File: src/rtl/simple_apb_pkg.sv
// -----------------------------------------------------------------------------
// simple_apb_pkg
// Shared definitions for the simple APB master: FSM state encoding, the state
// width constant and a helper that sizes the ACCESS-phase timeout counter.
// No ports (package).
// -----------------------------------------------------------------------------
package simple_apb_pkg;

    localparam int STATE_W = 2;

    typedef enum logic [STATE_W-1:0] {
        ST_IDLE   = 2'd0,
        ST_SETUP  = 2'd1,
        ST_ACCESS = 2'd2,
        ST_RESP   = 2'd3
    } apb_state_e;

    // Width of a counter able to hold 0..timeout, never narrower than one bit.
    function automatic int tmo_cnt_width(input int timeout);
        int w;
        w = $clog2(timeout + 1);
        return (w < 1) ? 1 : w;
    endfunction

endpackage

File: src/rtl/simple_apb_master.sv
// -----------------------------------------------------------------------------
// simple_apb_master
// Converts a valid/ready command into one APB transfer (SETUP then ACCESS) and
// returns the result on a valid/ready response channel. One transfer is in
// flight at a time. An optional ACCESS timeout ends a stalled transfer with an
// error response.
//
// Ports
//   clk, rstn                       clock (rising edge), async active-low reset
//   cmd_valid/cmd_ready             command handshake
//   cmd_write/addr/wdata/strb       command payload
//   rsp_valid/rsp_ready             response handshake
//   rsp_rdata, rsp_err              read data (0 on writes/timeouts), error flag
//   m_psel/m_penable/m_pwrite       APB control
//   m_paddr/m_pwdata/m_pstrb        APB address, write data, byte strobes
//   m_prdata/m_pready/m_pslverr     APB slave return signals
// All outputs are driven straight from flops.
// -----------------------------------------------------------------------------
module simple_apb_master
    import simple_apb_pkg::*;
#(
    parameter int ADDR_WIDTH  = 32,
    parameter int DATA_WIDTH  = 32,
    parameter int WSTRB_WIDTH = (DATA_WIDTH - 1) / 8 + 1,
    parameter int TIMEOUT     = 16
) (
    input  logic                   clk,
    input  logic                   rstn,
    input  logic                   cmd_valid,
    output logic                   cmd_ready,
    input  logic                   cmd_write,
    input  logic [ADDR_WIDTH-1:0]  cmd_addr,
    input  logic [DATA_WIDTH-1:0]  cmd_wdata,
    input  logic [WSTRB_WIDTH-1:0] cmd_strb,
    output logic                   rsp_valid,
    input  logic                   rsp_ready,
    output logic [DATA_WIDTH-1:0]  rsp_rdata,
    output logic                   rsp_err,
    output logic                   m_psel,
    output logic                   m_penable,
    output logic                   m_pwrite,
    output logic [ADDR_WIDTH-1:0]  m_paddr,
    output logic [DATA_WIDTH-1:0]  m_pwdata,
    output logic [WSTRB_WIDTH-1:0] m_pstrb,
    input  logic [DATA_WIDTH-1:0]  m_prdata,
    input  logic                   m_pready,
    input  logic                   m_pslverr
);

    localparam int               CNT_W    = tmo_cnt_width(TIMEOUT);
    localparam bit               TMO_EN   = (TIMEOUT != 0);
    localparam logic [CNT_W-1:0] TMO_LAST = TMO_EN ? CNT_W'(TIMEOUT - 1) : {CNT_W{1'b0}};
    localparam logic [CNT_W-1:0] CNT_ONE  = CNT_W'(1);

    apb_state_e       state_r;
    logic [CNT_W-1:0] tmo_cnt_r;
    logic             tmo_fire_s;

    // Timeout fires on the last permitted stalled ACCESS cycle; pready wins.
    assign tmo_fire_s = TMO_EN && (tmo_cnt_r == TMO_LAST);

    // Transfer FSM with all handshake and APB outputs registered.
    always_ff @(posedge clk or negedge rstn) begin
        if (!rstn) begin
            state_r   <= ST_IDLE;
            tmo_cnt_r <= {CNT_W{1'b0}};
            cmd_ready <= 1'b1;
            rsp_valid <= 1'b0;
            rsp_rdata <= {DATA_WIDTH{1'b0}};
            rsp_err   <= 1'b0;
            m_psel    <= 1'b0;
            m_penable <= 1'b0;
            m_pwrite  <= 1'b0;
            m_paddr   <= {ADDR_WIDTH{1'b0}};
            m_pwdata  <= {DATA_WIDTH{1'b0}};
            m_pstrb   <= {WSTRB_WIDTH{1'b0}};
        end else begin
            case (state_r)
                ST_IDLE: begin
                    if (cmd_valid && cmd_ready) begin
                        // The APB registers double as the command capture.
                        state_r   <= ST_SETUP;
                        cmd_ready <= 1'b0;
                        tmo_cnt_r <= {CNT_W{1'b0}};
                        m_psel    <= 1'b1;
                        m_penable <= 1'b0;
                        m_pwrite  <= cmd_write;
                        m_paddr   <= cmd_addr;
                        m_pwdata  <= cmd_write ? cmd_wdata : {DATA_WIDTH{1'b0}};
                        m_pstrb   <= cmd_write ? cmd_strb : {WSTRB_WIDTH{1'b0}};
                    end
                end
                ST_SETUP: begin
                    state_r   <= ST_ACCESS;
                    m_penable <= 1'b1;
                end
                ST_ACCESS: begin
                    if (m_pready || tmo_fire_s) begin
                        state_r   <= ST_RESP;
                        rsp_valid <= 1'b1;
                        if (m_pready) begin
                            rsp_rdata <= m_pwrite ? {DATA_WIDTH{1'b0}} : m_prdata;
                            rsp_err   <= m_pslverr;
                        end else begin
                            rsp_rdata <= {DATA_WIDTH{1'b0}};
                            rsp_err   <= 1'b1;
                        end
                        m_psel    <= 1'b0;
                        m_penable <= 1'b0;
                        m_pwrite  <= 1'b0;
                        m_paddr   <= {ADDR_WIDTH{1'b0}};
                        m_pwdata  <= {DATA_WIDTH{1'b0}};
                        m_pstrb   <= {WSTRB_WIDTH{1'b0}};
                    end else begin
                        tmo_cnt_r <= tmo_cnt_r + CNT_ONE;
                    end
                end
                ST_RESP: begin
                    if (rsp_ready) begin
                        state_r   <= ST_IDLE;
                        cmd_ready <= 1'b1;
                        rsp_valid <= 1'b0;
                        rsp_rdata <= {DATA_WIDTH{1'b0}};
                        rsp_err   <= 1'b0;
                    end
                end
                default: begin
                    state_r   <= ST_IDLE;
                    cmd_ready <= 1'b1;
                    rsp_valid <= 1'b0;
                    m_psel    <= 1'b0;
                    m_penable <= 1'b0;
                end
            endcase
        end
    end

endmodule

File: config.mk
export PLATFORM = sky130hd
export DESIGN_NAME = simple_apb_master
export DESIGN_NICKNAME = d
export VERILOG_FILES = /design/src/rtl/simple_apb_pkg.sv /design/src/rtl/simple_apb_master.sv
export SDC_FILE = /design/constraint.sdc
export NUM_CORES = 1
export LEC_CHECK = 0
export ABC_AREA = 1
export CAP_MARGIN = 25
export CORE_MARGIN = 3
export CORE_UTILIZATION = 33
export CTS_CLUSTER_DIAMETER = 200
export DETAILED_ROUTE_END_ITERATION = 16
export PLACE_DENSITY = 0.73
export SYNTH_ARGS = -nofsm -noshare
export SYNTH_HDL_FRONTEND = slang
export SYNTH_SLANG_ARGS = --single-unit
File: constraint.sdc
create_clock -name clk -period 3.6 [get_ports clk]
set_input_delay 0.36 -clock clk [delete_from_list [all_inputs] [get_ports clk]]
set_output_delay 0.36 -clock clk [all_outputs]
set_load 0.005 [all_outputs]
==> results of run 1 <==
[layout make-up]
cell class / count / area share
inverter: 15 / 0.00718
clock buffer: 21 / 0.0587
multi-input combinational: 444 / 0.247
timing repair buffer: 222 / 0.283
clock inverter: 11 / 0.0144
sequential: 113 / 0.361
tap: 184 / 0.0294
[cells by family after synthesis]
kind of cell,Yosys count,share of synthesized area
compound gates,2,0.00247
fa+ha+maj,6,0.0148
buf+inv,57,0.0617
flops,113,0.558
simple gates,436,0.364
[registers in the layout, summed over array words and instances, names as in the netlist, 2 cells and up]
signal     flops
tmo_cnt_r      5
m_pstrb        4
m_pwdata      32
m_paddr       32
state_r        2
rsp_rdata     32
[cells in the mapped netlist]
cell type / n
nand2_1: 279
dfrtp_1: 112
nand3_1: 76
nor2_1: 41
nand4_1: 34
buf_2: 22
inv_1: 12
buf_6: 8
clkbuf_1: 7
ha_1: 6
buf_4: 3
buf_1: 2
inv_2: 2
nand2_2: 2
nand3_2: 2
clkinv_1: 1
dfstp_2: 1
nor2_2: 1
nor2_4: 1
o211ai_1: 1
o21ai_0: 1
[critical path, delay by kind of cell, from the launching register on]
kind                       cells  cell delay [ns]
DFF                            1             0.40
buffers and inverters          1             0.40
and+or+nand+nor                7             1.29
adders and majority gates      2             0.37
[through the flow]
| step | power (mW) | hold WS, ns | cell area, µm² | utilization |
|---|---|---|---|---|
| CTS | 3.11 | 0.00862 | 7840 | 0.530 |
| detailed placement | 1.47 | 0.450 | 7270 | 0.491 |
| finish | 3.06 | -0.00318 | 7840 | 0.530 |
| global route | 3.17 | 0.0529 | 7840 | 0.530 |
| global placement | 1.47 | 0.454 | 7270 | 0.491 |
| floorplan | 1.32 | 0.0644 | 5070 | - |
[power by group]
part	internal [mW]	switching (mW)	leakage (nW)
sequential	1.27	0	1.58
clock	1.05	0.569	0.278
combinational	0.111	0.0655	2.11
[metal layers]
metal  GRT usage  share of wire  up-vias
met5           0              0        -
met4      0.0654          0.015        0
met3      0.0696          0.099       24
met2       0.263           0.44      215
met1       0.236           0.45     2197
li1            -              -     2367
[final timing paths]
path | slack, ns | end | cells after the start
max in group asynchronous | 2.82 | rsp_rdata[20] | 2
hold / removal | -0.003 | m_pwdata[29] | 1
hold reg to reg | 0.47 | m_paddr[19] | 2
setup / recovery | 1.02 | rsp_rdata[27] | 10
setup reg to reg | 1.02 | rsp_rdata[27] | 10
min in group clk | 0.47 | m_paddr[19] | 2
==> key figures, run 1 <==
Drt
  – DR WL/cell: 14.6 µm
  – Detailed-route via count: approximately 4.8k
  – DR iter-0 viols: 289
  – Drt total wl: 14,700 µm
  – DRT Pass-1 Iters: 5
  – Average vias per placed instance: 4.76
  – Final ANT Viol Nets: 0
  – Remaining DRCs: 0

Floorplan
  – I/O pin total: 213
  – Die Area: 16,900 µm²
  – Die width: 130 µm
  – Core Area: 14,800 µm²
  – Row Count: 44
  – Die H: 130 µm
  – Initial Utilization: 0.343

Place
  – Final Wtd Congestion: 0.796
  – Post-Place Setup Slack: approximately 1 ns
  – Port Buffer Count: around 210
  – DP HPWL: 9890 µm
  – Placed cell count: 978

STA
  – Worst Tran Pin Value: 0.793 ns
  – Final period util: 0.716
  – Clk_skew: about 0.007 ns
  – Setup ws final: 1.02 ns
  – Period minus WS final: 2.58 ns
  – Slew HR: 0.470
  – Max frequency: 388 MHz
  – Hold Vio Cnt, Final: 1
  – Setup Viol. Count Final: 0
  – Worst hold margin: -0.00318 ns
  – Total Neg Setup Slack: 0 ns
  – Max Slew Vio Count: 0
  – RSZ-0062 raised after global routing: no

Clocking
  – Resize count post-CTS: 0
  – CTS tree: yes
  – Clock Sinks: 113
  – H-tree depth: 4
  – Clk_lat worst skew: roughly 0.41 ns
  – Clock Path Buffers: 2
  – Clock slew at reported path FFs: 0.05 ns
  – Num CTS Buffers: 17
  – Root Buffer: clkbuf_16
  – CTS hold repair buffers: 0
  – Post-CTS Setup Bufs: 0

Power
  – Leak pwr: a little under 4 nW
  – PwrDens: approximately 400 nW/µm²
  – VDD IR-drop max: 317 µV

GRT
  – Initial antenna violation count: 0
  – Remaining global-route overflow: 0
  – Number of global-route vias before repair: 4,693
  – Largest net degree at the start of global routing: 61
  – First-pass GRT wire length: approximately 24,000 µm
  – Global Route Usage Sum: 0.177

Setup path
  – Critical Path RT: 3.89 ns
  – Crit path from: tmo_cnt_r[0]
  – Critical Path AT: 2.87 ns
  – Worst-path cell chain: ha_1 > nand2_1 > nor2_1 > ha_1 > nor2_2 > nand2_2 > buf_4 > nand3_2 > nand2_1 > nand2_1
  – CP Class: flip-flop to flip-flop
  – Worst-path fanout max: 42
  – CP peak stage delay: ~0.65 ns
  – CP Launch Type: flip-flop
  – Worst R2R Start: tmo_cnt_r[0]
  – Most used cell, CP: nand2_1
  – Slowest CP cell: nand3_2
  – Setup crit end kind: flip-flop

Synth
  – Top-area cell type share of the netlist area: 0.552
  – Sequential-to-total area share from yosys stat: 0.558
  – Synth Instances: 614
  – Yosys synthesis warning count: 0
  – Synthesized area: 5070 µm²
  – Area contributors post-synth: dfrtp_1, nand2_1, nand3_1, nand4_1, nor2_1
  – Syn avg cell area: 8.26 µm²
  – Top cell type by total area after synthesis: dfrtp_1
  – Yosys reg bits: between 100 and 150
  – Netlist cell types: 21
  – Synthesized Nets: 727

Min path
  – HP Class: input pin to asynchronous set/reset pin

Final layout
  – # fillers: 1,360
  – Commonest non-fill, non-tap cells in the layout: nand2_1, clkdlybuf4s50_1, dfrtp_1
  – Commonest non-fill, non-tap cell in the layout: nand2_1
  – Register area: 2830 µm²
  – Number of diodes: 0
  – Area Growth Syn to Fin: 54.6%
  – Multi-input logic area: 1930 µm²
  – Share of layout cells above drive strength 1: 0.0617
  – Post-layout nets: 926
  – Non-filler instance count after layout: 1,010

Run status
  – Status: complete, but fails checks
  – Failing checks: hold timing

Run
  – MaxCap Viol Count: 0
No activity file was read; power rests on OpenSTA's default activity.
==> run 2: changes to the inputs <==
--- a/config.mk
+++ b/config.mk
@@ -11,7 +11,7 @@
 export CORE_UTILIZATION = 33
 export CTS_CLUSTER_DIAMETER = 200
 export DETAILED_ROUTE_END_ITERATION = 16
-export PLACE_DENSITY = 0.73
+export PLACE_DENSITY = 0.75
 export SYNTH_ARGS = -nofsm -noshare
 export SYNTH_HDL_FRONTEND = slang
 export SYNTH_SLANG_ARGS = --single-unit
==> constraint.sdc (replaced) <==
create_clock -name clk -period 2.3 [get_ports clk]
set_input_delay 0.23 -clock clk [delete_from_list [all_inputs] [get_ports clk]]
set_output_delay 0.23 -clock clk [all_outputs]
set_load 0.005 [all_outputs]
==> run 2 against run 1 <==
The flow now finishes without violations. Final area increased by 0.77%. Via count down 1.6%. First-iteration DRC count shrank 21%. Die area unchanged. Total power up 55%. Clock power increased by 54%. Sequential power rose by 57%. Global-route usage shrank 0.21 points. Clock skew is 0.0019 ns higher. Largest power group unchanged. Highest routed layer unchanged.
==> key figures, run 2 (synthesis results as in run 1) <==
Run status
  – Status: finished clean

GRT
  – First-pass GRT wire length: 23,400 µm (-1.4%)
  – Number of global-route vias before repair: 4,617 (-1.6%)
  – Global Route Usage Sum: 0.175 (-0.00213)
  – Largest net degree at the start of global routing: 114 (+87%)
  – Remaining global-route overflow: 0 (unchanged)
  – Initial antenna violation count: 0 (unchanged)

Final layout
  – Post-layout nets: 930 (+0.43%)
  – Share of layout cells above drive strength 1: 0.0614 (-0.000298)
  – Commonest non-fill, non-tap cells in the layout: nand2_1, clkdlybuf4s50_1, dfrtp_1
  – Commonest non-fill, non-tap cell in the layout: nand2_1
  – Area Growth Syn to Fin: 55.8%
  – # fillers: 1,369 (+0.66%)
  – Non-filler instance count after layout: 1,014 (+0.40%)
  – Number of diodes: 0 (unchanged)
  – Largest regs: m_paddr: 32 flops, m_pwdata: 32 flops, rsp_rdata: 32 flops

Setup path
  – Worst-path fanout max: 35 (-17%)
  – CP Launch Type: flip-flop
  – Setup crit end kind: flip-flop
  – CP Class: flip-flop to flip-flop
  – Critical Path AT: 2.33 ns (-0.54 ns)
  – Critical Path RT: 2.64 ns (-1.25 ns)

STA
  – RSZ-0062 raised after global routing: no
  – Clk_skew: 0.00906 ns (+0.00186 ns)
  – Worst Tran Pin Value: 0.746 ns (-0.0462 ns)
  – Final period util: 0.865 (+0.150)
  – Max frequency: 502 MHz (+29%)
  – Slew HR: 0.501 (+0.0309)
  – Total Neg Setup Slack: 0 ns (unchanged)
  – Setup Viol. Count Final: 0 (unchanged)
  – Period minus WS final: 1.99 ns (-0.586 ns)
  – Hold Vio Cnt, Final: 0 (-1)
  – Max Slew Vio Count: 0 (unchanged)

Place
  – Port Buffer Count: 212 (unchanged)
  – Placed cell count: 981 (+0.31%)
  – DP HPWL: 9860 µm (-0.34%)
  – Final Wtd Congestion: 0.788 (-1.0%)

Run
  – MaxCap Viol Count: 0 (unchanged)

Clocking
  – Clock Sinks: 113 (unchanged)
  – CTS tree: yes
  – Clk_lat worst skew: 0.40 ns (about the same)
  – H-tree depth: 4 (unchanged)
  – Post-CTS Setup Bufs: 0 (unchanged)
  – Clock slew at reported path FFs: 0.05 ns (about the same)
  – Num CTS Buffers: 17 (unchanged)
  – Clock Path Buffers: 2 (unchanged)
  – Root Buffer: clkbuf_16

Power
  – PwrDens: 601 nW/µm² (+54%)
  – VDD IR-drop max: 468 µV (+48%)
  – Leak pwr: 3.99 nW (+0.80%)

Drt
  – Remaining DRCs: 0 (unchanged)
  – Final ANT Viol Nets: 0 (unchanged)
  – Detailed-route via count: 4,725 (-1.6%)
  – Average vias per placed instance: 4.66 (-2.0%)
  – DR iter-0 viols: 227 (-21%)
  – Drt total wl: 14,800 µm (+0.54%)
  – DR WL/cell: 14.6 µm (+0.15%)
  – DRT Pass-1 Iters: 4 (-1)

Floorplan
  – Row Count: 44 (unchanged)
  – I/O pin total: 213 (unchanged)
  – Initial Utilization: 0.343 (unchanged)
  – Die H: 130 µm (unchanged)
  – Core Area: 14,800 µm² (unchanged)
  – Die Area: 16,900 µm² (unchanged)
  – Die width: 130 µm (unchanged)

Min path
  – HP Class: input pin to asynchronous set/reset pin
## run 2: critical path, cell delays in order (launching register included)
cell,delay (ns)
dfrtp_1,0.41
ha_1,0.22
nand2_1,0.08
nor2_1,0.05
ha_1,0.19
nor2_2,0.20
nand2_2,0.11
nand3_2,0.11
buf_4,0.35
nand2_1,0.10
nand2_1,0.09
## run 2: layout make-up
cell class | count | area, µm² | share of cell area
sequential | 113 | 2830 | 0.358
timing repair buffer | 226 | 2290 | 0.290
multi-input combinational | 444 | 1930 | 0.245
clock buffer | 27 | 513 | 0.0649
tap | 184 | 230 | 0.0291
inverter | 15 | 56.3 | 0.00712
clock inverter | 5 | 50.0 | 0.00633
## run 2: per-stage QoR
| stage | power (mW) | hold WS, ns | utilization | instance area (µm²) | setup WS (ns) |
|---|---|---|---|---|---|
| 3_5_place_dp | 2.31 | 0.366 | 0.495 | 7330 | 0.307 |
| 3_3_place_gp | 2.31 | 0.370 | 0.495 | 7330 | 0.334 |
| 4_1_cts | 4.81 | 0.360 | 0.534 | 7900 | 0.284 |
| 2_1_floorplan | 2.07 | -0.0656 | - | 5070 | 0.620 |
| 6_report | 4.75 | 0.380 | 0.534 | 7900 | 0.310 |
| 5_1_grt | 4.92 | 0.370 | 0.534 | 7900 | 0.0653 |
## run 2: final timing paths
path	start	to	slack [ns]	cells after the start
max reg2reg	tmo_cnt_r[0]	m_pwdata[27]	0.31	10
max	tmo_cnt_r[0]	m_pwdata[27]	0.31	10
min reg2reg	rsp_valid	rsp_valid	0.46	2
min in group clk	cmd_addr[24]	m_paddr[24]	0.38	3
min	rstn	m_pwdata[29]	0.38	3
max in group asynchronous	rstn	m_paddr[14]	1.33	3
## run 2: timing repair
item / in CTS / in global routing
setup endpoints to repair: 0 / 0
hold buffers: 1 / 0
resized for setup: 0 / 0
endpoints found under the hold margin: 112 / 0
## run 2: power by group
part           internal (mW)  switching [mW]  total, mW
registers               1.99               0       1.99
clock network           1.62           0.858       2.48
logic                  0.176           0.104      0.280
## run 2: per-layer routing
layer	wire, µm	up-vias	global-route usage
met5	0	-	0
met4	165	0	0.0593
met3	1310	12	0.0659
met2	6480	187	0.268
met1	6850	2160	0.230
li1	-	2366	-
